===== src/rtl/ti_pkg.sv =====
// Shared types and elaboration helpers for the threshold-implementation LUT stage.
package ti_pkg;

  typedef enum logic [0:0] {
    ST_UNLOADED = 1'b0,
    ST_ARMED    = 1'b1
  } state_e;

  function automatic int clog2(input int n);
    int r;
    r = 0;
    while (int'(32'd1 << r) < n) r = r + 1;
    return r;
  endfunction

  function automatic int chunks(input int in_w, input int cfg_w);
    return int'(32'd1 << in_w) / cfg_w;
  endfunction

endpackage


===== src/rtl/ti_lut_bank.sv =====
// One 2**IN_W-entry truth table: chunked write port, combinational single-bit read.
module ti_lut_bank
  import ti_pkg::*;
#(
  parameter int IN_W  = 8,
  parameter int CFG_W = 8
) (
  input  logic                                  i_clk,
  input  logic                                  i_rst,
  input  logic                                  i_we,
  input  logic [clog2(chunks(IN_W, CFG_W))-1:0] i_chunk,
  input  logic [CFG_W-1:0]                      i_data,
  input  logic [IN_W-1:0]                       i_rd_addr,
  output logic                                  o_rd_bit
);

  localparam int LSB_W = IN_W - clog2(chunks(IN_W, CFG_W));

  logic [(2**IN_W)-1:0] r_table;
  logic [IN_W-1:0]      w_base;

  assign w_base = IN_W'(i_chunk) << LSB_W;

  // Table storage, cleared by reset so an unprogrammed function reads as constant 0.
  always_ff @(posedge i_clk or posedge i_rst) begin
    if (i_rst) begin
      r_table <= '0;
    end else if (i_we) begin
      r_table[w_base +: CFG_W] <= i_data;
    end else begin
      r_table <= r_table;
    end
  end

  assign o_rd_bit = r_table[i_rd_addr];

endmodule


===== src/rtl/ti_lut_stage.sv =====
// Programmable TI coordinate-function stage: NUM_OUT table lookups behind one output
// register, so each stage provides the glitch boundary required between TI shares.
module ti_lut_stage
  import ti_pkg::*;
#(
  parameter int IN_W    = 8,
  parameter int NUM_OUT = 4,
  parameter int CFG_W   = 8
) (
  input  logic                                  i_clk,
  input  logic                                  i_rst,
  input  logic                                  i_cfg_we,
  input  logic [clog2(NUM_OUT)-1:0]             i_cfg_sel,
  input  logic [clog2(chunks(IN_W, CFG_W))-1:0] i_cfg_addr,
  input  logic [CFG_W-1:0]                      i_cfg_data,
  input  logic                                  i_cfg_commit,
  input  logic                                  i_cfg_clear,
  output logic                                  o_armed,
  output logic                                  o_cfg_err,
  input  logic                                  i_in_valid,
  output logic                                  o_in_ready,
  input  logic [IN_W-1:0]                       i_in_data,
  output logic                                  o_out_valid,
  input  logic                                  i_out_ready,
  output logic [NUM_OUT-1:0]                    o_out_data
);

  state_e               r_state;
  state_e               w_state_nxt;
  logic                 w_armed;
  logic                 r_cfg_err;
  logic                 r_out_valid;
  logic [NUM_OUT-1:0]   r_out_data;
  logic [NUM_OUT-1:0]   w_lut;
  logic [NUM_OUT-1:0]   w_bank_we;
  logic                 w_sel_oob;
  logic                 w_wr_ok;
  logic                 w_accept;

  always_ff @(posedge i_clk or posedge i_rst) begin
    if (i_rst) begin
      r_state <= ST_UNLOADED;
    end else begin
      r_state <= w_state_nxt;
    end
  end

  // cfg_clear wins over cfg_commit from either state.
  always_comb begin
    w_state_nxt = r_state;
    case (r_state)
      ST_UNLOADED: begin
        if (i_cfg_clear)       w_state_nxt = ST_UNLOADED;
        else if (i_cfg_commit) w_state_nxt = ST_ARMED;
        else                   w_state_nxt = ST_UNLOADED;
      end
      ST_ARMED: begin
        if (i_cfg_clear) w_state_nxt = ST_UNLOADED;
        else             w_state_nxt = ST_ARMED;
      end
      default: w_state_nxt = ST_UNLOADED;
    endcase
  end

  always_comb begin
    w_armed = 1'b0;
    case (r_state)
      ST_ARMED:    w_armed = 1'b1;
      ST_UNLOADED: w_armed = 1'b0;
      default:     w_armed = 1'b0;
    endcase
  end

  assign w_sel_oob = (int'(i_cfg_sel) >= NUM_OUT);
  assign w_wr_ok   = i_cfg_we & ~w_armed & ~i_cfg_clear & ~w_sel_oob;

  always_ff @(posedge i_clk or posedge i_rst) begin
    if (i_rst) begin
      r_cfg_err <= 1'b0;
    end else if (i_cfg_we && (w_armed || w_sel_oob)) begin
      r_cfg_err <= 1'b1;
    end else begin
      r_cfg_err <= r_cfg_err;
    end
  end

  for (genvar j = 0; j < NUM_OUT; j++) begin : g_bank
    assign w_bank_we[j] = w_wr_ok & (int'(i_cfg_sel) == j);

    ti_lut_bank #(
      .IN_W  (IN_W),
      .CFG_W (CFG_W)
    ) u_bank (
      .i_clk     (i_clk),
      .i_rst     (i_rst),
      .i_we      (w_bank_we[j]),
      .i_chunk   (i_cfg_addr),
      .i_data    (i_cfg_data),
      .i_rd_addr (i_in_data),
      .o_rd_bit  (w_lut[j])
    );
  end

  assign o_in_ready = w_armed & (~r_out_valid | i_out_ready);
  assign w_accept   = i_in_valid & o_in_ready;

  // Single output register; a clear discards any held result.
  always_ff @(posedge i_clk or posedge i_rst) begin
    if (i_rst) begin
      r_out_valid <= 1'b0;
      r_out_data  <= '0;
    end else if (i_cfg_clear) begin
      r_out_valid <= 1'b0;
      r_out_data  <= r_out_data;
    end else if (w_accept) begin
      r_out_valid <= 1'b1;
      r_out_data  <= w_lut;
    end else if (r_out_valid && i_out_ready) begin
      r_out_valid <= 1'b0;
      r_out_data  <= r_out_data;
    end else begin
      r_out_valid <= r_out_valid;
      r_out_data  <= r_out_data;
    end
  end

  assign o_armed     = w_armed;
  assign o_cfg_err   = r_cfg_err;
  assign o_out_valid = r_out_valid;
  assign o_out_data  = r_out_data;

endmodule


===== config.mk =====
export PLATFORM = sky130hd
export DESIGN_NAME = ti_lut_stage
export DESIGN_NICKNAME = d
export VERILOG_FILES = /design/src/rtl/ti_pkg.sv /design/src/rtl/ti_lut_bank.sv /design/src/rtl/ti_lut_stage.sv
export SDC_FILE = /design/constraint.sdc
export NUM_CORES = 2
export LEC_CHECK = 0
export ABC_CLOCK_PERIOD_IN_PS = 75500
export CAP_MARGIN = 10
export CELL_PAD_IN_SITES_DETAIL_PLACEMENT = 2
export CELL_PAD_IN_SITES_GLOBAL_PLACEMENT = 2
export CORE_ASPECT_RATIO = 0.8
export CORE_MARGIN = 3
export CORE_UTILIZATION = 51
export DETAILED_ROUTE_END_ITERATION = 10
export GPL_ROUTABILITY_DRIVEN = 0
export PLACE_DENSITY = 0.95
export SLEW_MARGIN = 5
export SYNTH_ARGS = -nofsm -noshare
export SYNTH_HDL_FRONTEND = slang
export SYNTH_SLANG_ARGS = --single-unit

===== constraint.sdc =====
create_clock -name i_clk -period 75.5 [get_ports i_clk]
set_input_delay 15.1 -clock i_clk [delete_from_list [all_inputs] [get_ports i_clk]]
set_output_delay 15.1 -clock i_clk [all_outputs]
set_load 0.005 [all_outputs]

Word-level counts from Yosys, hierarchy flattened:

Cells that the tools add are included.
Widths: inputs -> output; s select.

* bits in registers: 1031
* logic and storage cells: 53
* output and inout port bits: 8

* reduce and logical (&&, ||, !) cells: 5
* shift-type cells: 2
* equal/unequal tests: 3
* muxes and demuxes: 20
* add/sub/neg operators: 1
* bitwise logic cells: 13
* $lt $le $gt $ge: 1

Operator list (count)
* $bwmux 256: 4
* $shift 8x10->256 const A: 1
* $shiftx 8x10->256: 1
* $bmux 1 s8: 4
* $mux 1: 10
* $neg 8->10: 1
* $lt 8x9->1 const B: 1
* $and 1x1->1: 8
* $eq 2x2->1 const B: 2
* $not 1->1: 4
* $pmux 1 s2: 2
* $reduce_bool 3->1: 1
* $eq 2x1->1 const B: 1
* $logic_and 1x1->1: 2
* $logic_not 2->1: 1
* $reduce_and 2->1: 1
* $or 1x1->1: 1

Longest topological paths before layout:

* word-level depth: 6
* depth in mapped cells: 12
* gate-level depth less buffers: 9

Cells and area by module:

From an unflattened synthesis, not the netlist that was laid out.

* cells, all modules: 3799
* area total of the unflattened synthesis: 49862.8 µm²

By module, submodules not included
* ti_lut_bank at g_bank[0].u_bank ...: seq. area each 6406.1 µm², cells each 954, area each 12385.6 µm², times used 3
* ti_lut_bank at g_bank[3].u_bank: seq. area each 6406.1 µm², cells each 912, area each 12396.9 µm², times used 1
* ti_lut_stage: seq. area each 175.2 µm², cells each 25, area each 309.0 µm², times used 1

Worst setup path before layout:

Ideal clock, no wire load.

* kind: input-to-output
* from: input port i_out_ready
* to: output port o_in_ready
* buffers on the path: 0
* data required time: 60400 ps
* cell stages on the path: 2
* setup slack: 44990 ps
* arrival time: 15410 ps
* path through: nand2b_1 > and2_1

* word-level cells in the longest chain between the ends: 2

RTL lines
* start: declaration: line ti_lut_stage.sv:24 `input logic i_out_ready,`
* $or 1x1->1: line ti_lut_stage.sv:104 `assign o_in_ready = w_armed & (~r_out_valid | i_out_ready);`
* $and 1x1->1: line ti_lut_stage.sv:104
* end: declaration: line ti_lut_stage.sv:21 `output logic o_in_ready,`

No other way between the ends.

Worst setup path after layout:

Same ends and word-level chain as after synthesis.

==> results.py <==
metrics = {
    "final_layout": {
        "finalNetCount": 3436,
        "final_cell_mix": "1,031 x dfrtp_1, 957 x mux2_2, 177 x mux4_2, 164 x nand2_1, 146 x mux2i_1",
        "synthToLayoutAreaGrowth_pct": 10.0,
        "layout-drive-gt1-share_pct": 43.4,
        "fillCellCount": 8083,
        "regArea_mm2": 0.0258,
        "multi_input_area_mm2": 0.0220,
        "mostFrequentLayoutCell": "dfrtp_1",
    },
    "route": {
        "via_per_inst": 7.52,
        "drc_errors": 0,
        "wire_per_inst_um": 47.1,
        "antenna_left": 0,
        "drtIter0Drc": 4714,
        "first_pass_iters": 6,
        "via_count": 35936,
        "finalWirelength_um": 225000,
    },
    "logic_synthesis": {
        "async_flop_share_pct": 100,
        "synthesis.area_mm2": 0.0489,
        "yosys_warnings": 0,
        "synth_seq_area_share_pct": 52.8,
        "syn_inst": 3378,
        "syn-mean-instance-area_um2": 14.5,
        "synth_cell_type_count": 80,
        "ys_ff_latch": 1031,
        "synth_edf_count": 0,
        "ys.flop_type": "dfrtp_1",
        "syn-num-nets": 3412,
    },
    "power": {
        "p_per_area_mw_per_mm2": 22.9,
        "power_frac_clock_pct": 46.3,
        "p_leak_uw": 0.0255,
        "power_switching_uw": 339,
        "switching_share_pct": 27.6,
        "p_int_uw": 891,
        "total_power_uw": 1230,
        "vdd_drop_max_mv": 0.0247,
        "power_frac_comb_pct": 7.5,
        "p_seq_share_pct": 46.1,
    },
    "sta": {
        "min_period_ps": 31600,
        "fin_crit_sh_pct": 41.9,
        "setup_violations": 0,
        "drv_slew": 5,
        "fin_worst_skew_ps": 44.8,
        "rsz0062_at_grt": "no",
        "finalHoldViolCount": 0,
        "setup-tns-final_ps": 0,
        "relSlewSlack_pct": -99.9,
        "worst_pin_slew_ps": 2920,
        "timing.fmax_mhz": 31.6,
        "setup_slack_ps": 43900,
    },
    "cts": {
        "cts_tree": "done",
        "cts_max_level": 3,
        "cts_resized": 0,
        "cts_setup_buffers": 0,
        "worstSkewPairLatency_ps": 740,
        "clk_pin_slew_worst_paths_ps": 70,
        "clkSinkCount": 1031,
        "cts_buffers": 103,
        "cts.path.max_buffers": 3,
        "cts_hold_repair.buffers": 0,
        "cts-root-buf": "clkbuf_16",
    },
    "min_path": {
        "hold_path.class": "reg2reg",
        "whs_path_depth": 1,
        "whs_endpoint": "g_bank[0].u_bank.r_table[241]",
        "hp-start": "g_bank[0].u_bank.r_table[241]",
    },
    "die": {
        "ios": 38,
        "die_h_um": 283,
        "die_w_um": 352,
        "start_util_pct": 52.0,
        "core_region_area_mm2": 0.0941,
        "row_count": 100,
        "dieArea_mm2": 0.0997,
    },
    "flow_run": {
        "cap_violations": 3,
    },
    "setup_path": {
        "end_kind": "primary output",
        "rrSetupSlack_ps": 70960,
        "worstPathArrival_ps": 16500,
        "critPathKind": "in2out",
        "critical_path_required_ps": 60400,
        "r2r_start": "g_bank[1].u_bank.r_table[43]",
        "crit_path_start_kind": "input pin",
        "path_max_fanout": 3,
        "worst_r2r_endpoint": "o_out_data[1]",
        "r2r_cells": 6,
    },
    "run_status": {
        "violations": "max-capacitance violations, max-slew violations",
        "status": "finished with violations",
    },
    "placement": {
        "dp_slack_ps": 43990,
        "dp.final_hpwl_um": 123000,
        "io_buffers": 37,
    },
    "global_routing": {
        "first_global_vias": 39944,
        "grt_first_pass_wirelength_um": 312000,
        "grt_usage_pct": 43.3,
        "overflow": 0,
        "grt_max_degree": 175,
        "grt_antenna_before_repair": 16,
    },
}
[power by group through the flow]
stage | Combinational (uW) | Clock, uW | Sequential, uW
after floorplan | 50.0 | 0 | 574
after global routing | 93.3 | 590 | 567
after detailed placement | 82.7 | 0 | 576
after global placement | 77.3 | 0 | 574
final | 92.8 | 570 | 567
after CTS | 87.0 | 563 | 566
[final cells by class]
| type | instances | area share, % |
|---|---|---|
| diodes | 23 | 0.107 |
| clock buffers | 149 | 5.52 |
| clock inverters | 35 | 0.918 |
| inverters | 5 | 0.0488 |
| multi-input cells | 2158 | 40.9 |
| flip-flops and latches | 1031 | 47.9 |
| well taps | 1275 | 2.96 |
| repair buffers | 103 | 1.63 |
[worst max-delay path: stages]
cell and delay, ps:
clkdlybuf4s50_1 470, nand2b_1 180, and2_1 210, clkdlybuf4s50_1 530
[per-stage QoR]
| stage | instances | hold WS (ps) | cell area, um2 | utilization [%] |
|---|---|---|---|---|
| CTS | 4754 | 510 | 53700 | 57.1 |
| finish | 4779 | 510 | 53800 | 57.2 |
| floorplan | 3378 | 445 | 48900 | - |
| global placement | 4570 | 441 | 50300 | 53.4 |
| global route | 4758 | 516 | 53800 | 57.1 |
| detailed placement | 4570 | 480 | 50300 | 53.4 |
[worst max path at each step]
| stage | slack (ps) | to | from | cells after the start |
|---|---|---|---|---|
| floorplan | 31390 | g_bank[0].u_bank.r_table[0] | i_rst | 1 |
| global placement | 44050 | o_in_ready | i_out_ready | 4 |
| detailed placement | 43990 | o_in_ready | i_out_ready | 4 |
| CTS | 43880 | o_in_ready | i_out_ready | 4 |
| global route | 43890 | o_in_ready | i_out_ready | 4 |
| finish | 43900 | o_in_ready | i_out_ready | 4 |
[cells by family after synthesis]
family                   Yosys count  share of synthesized area (%)
flip-flops                      1031                           52.8
adder cells (fa/ha/maj)            4                          0.102
buffers and inverters            189                           2.39
XOR/XNOR                           2                         0.0358
AO/OA/AOI/OAI                    253                           3.44
AND/OR/NAND/NOR                  576                           6.54
multiplexers                    1323                           34.7
[flip-flops by register name (all words and copies together), names as in the netlist]
signal and flops:
o_out_valid 1, g_bank.u_bank.r_table 1024, o_out_data 4, o_cfg_err 1, r_state 1
[cells in the mapped netlist (4+ instances only)]
cell type     n  area, um2
a31oi_1       5       31.3
a22oi_1      20        150
buf_2        30        150
mux4_2      177       3990
mux4_1       18        473
nand2_2       4       25.0
and2_1       59        369
clkbuf_1     96        360
nor3_2       19        190
a311oi_1      6       52.6
buf_4        21        158
a22o_1        4       35.0
mux2_1       24        270
nor3_4       29        472
nor2b_1      13       81.3
nor2_1      134        503
mux2i_1     146       1460
nand3_1      28        140
buf_12        9        180
dfrtp_1    1031      25800
nor4_1        6       37.5
nor3_1       16       80.1
o21ai_0      68        340
nand2_1     164        616
o22ai_1      36        225
or3_1         5       31.3
nand2b_1      6       37.5
mux2_2      957      10800
a2111oi_0     8       70.1
or2_2         5       31.3
a21oi_1      33        165
buf_1         5       18.8
o211ai_1      5       37.5
clkbuf_8      5       68.8
a211oi_1     12       90.1
ha_1          4       50.1
nor2_2       59        369
buf_6        15        169
o221ai_1     25        219
[layer usage]
metal | wire (um) | track usage [%]
met5 | 88 | 0
met4 | 20300 | 32.6
met3 | 26000 | 12.8
met2 | 103000 | 67.3
met1 | 76300 | 51.0
Note: power is estimated with default switching activity, not from simulation.
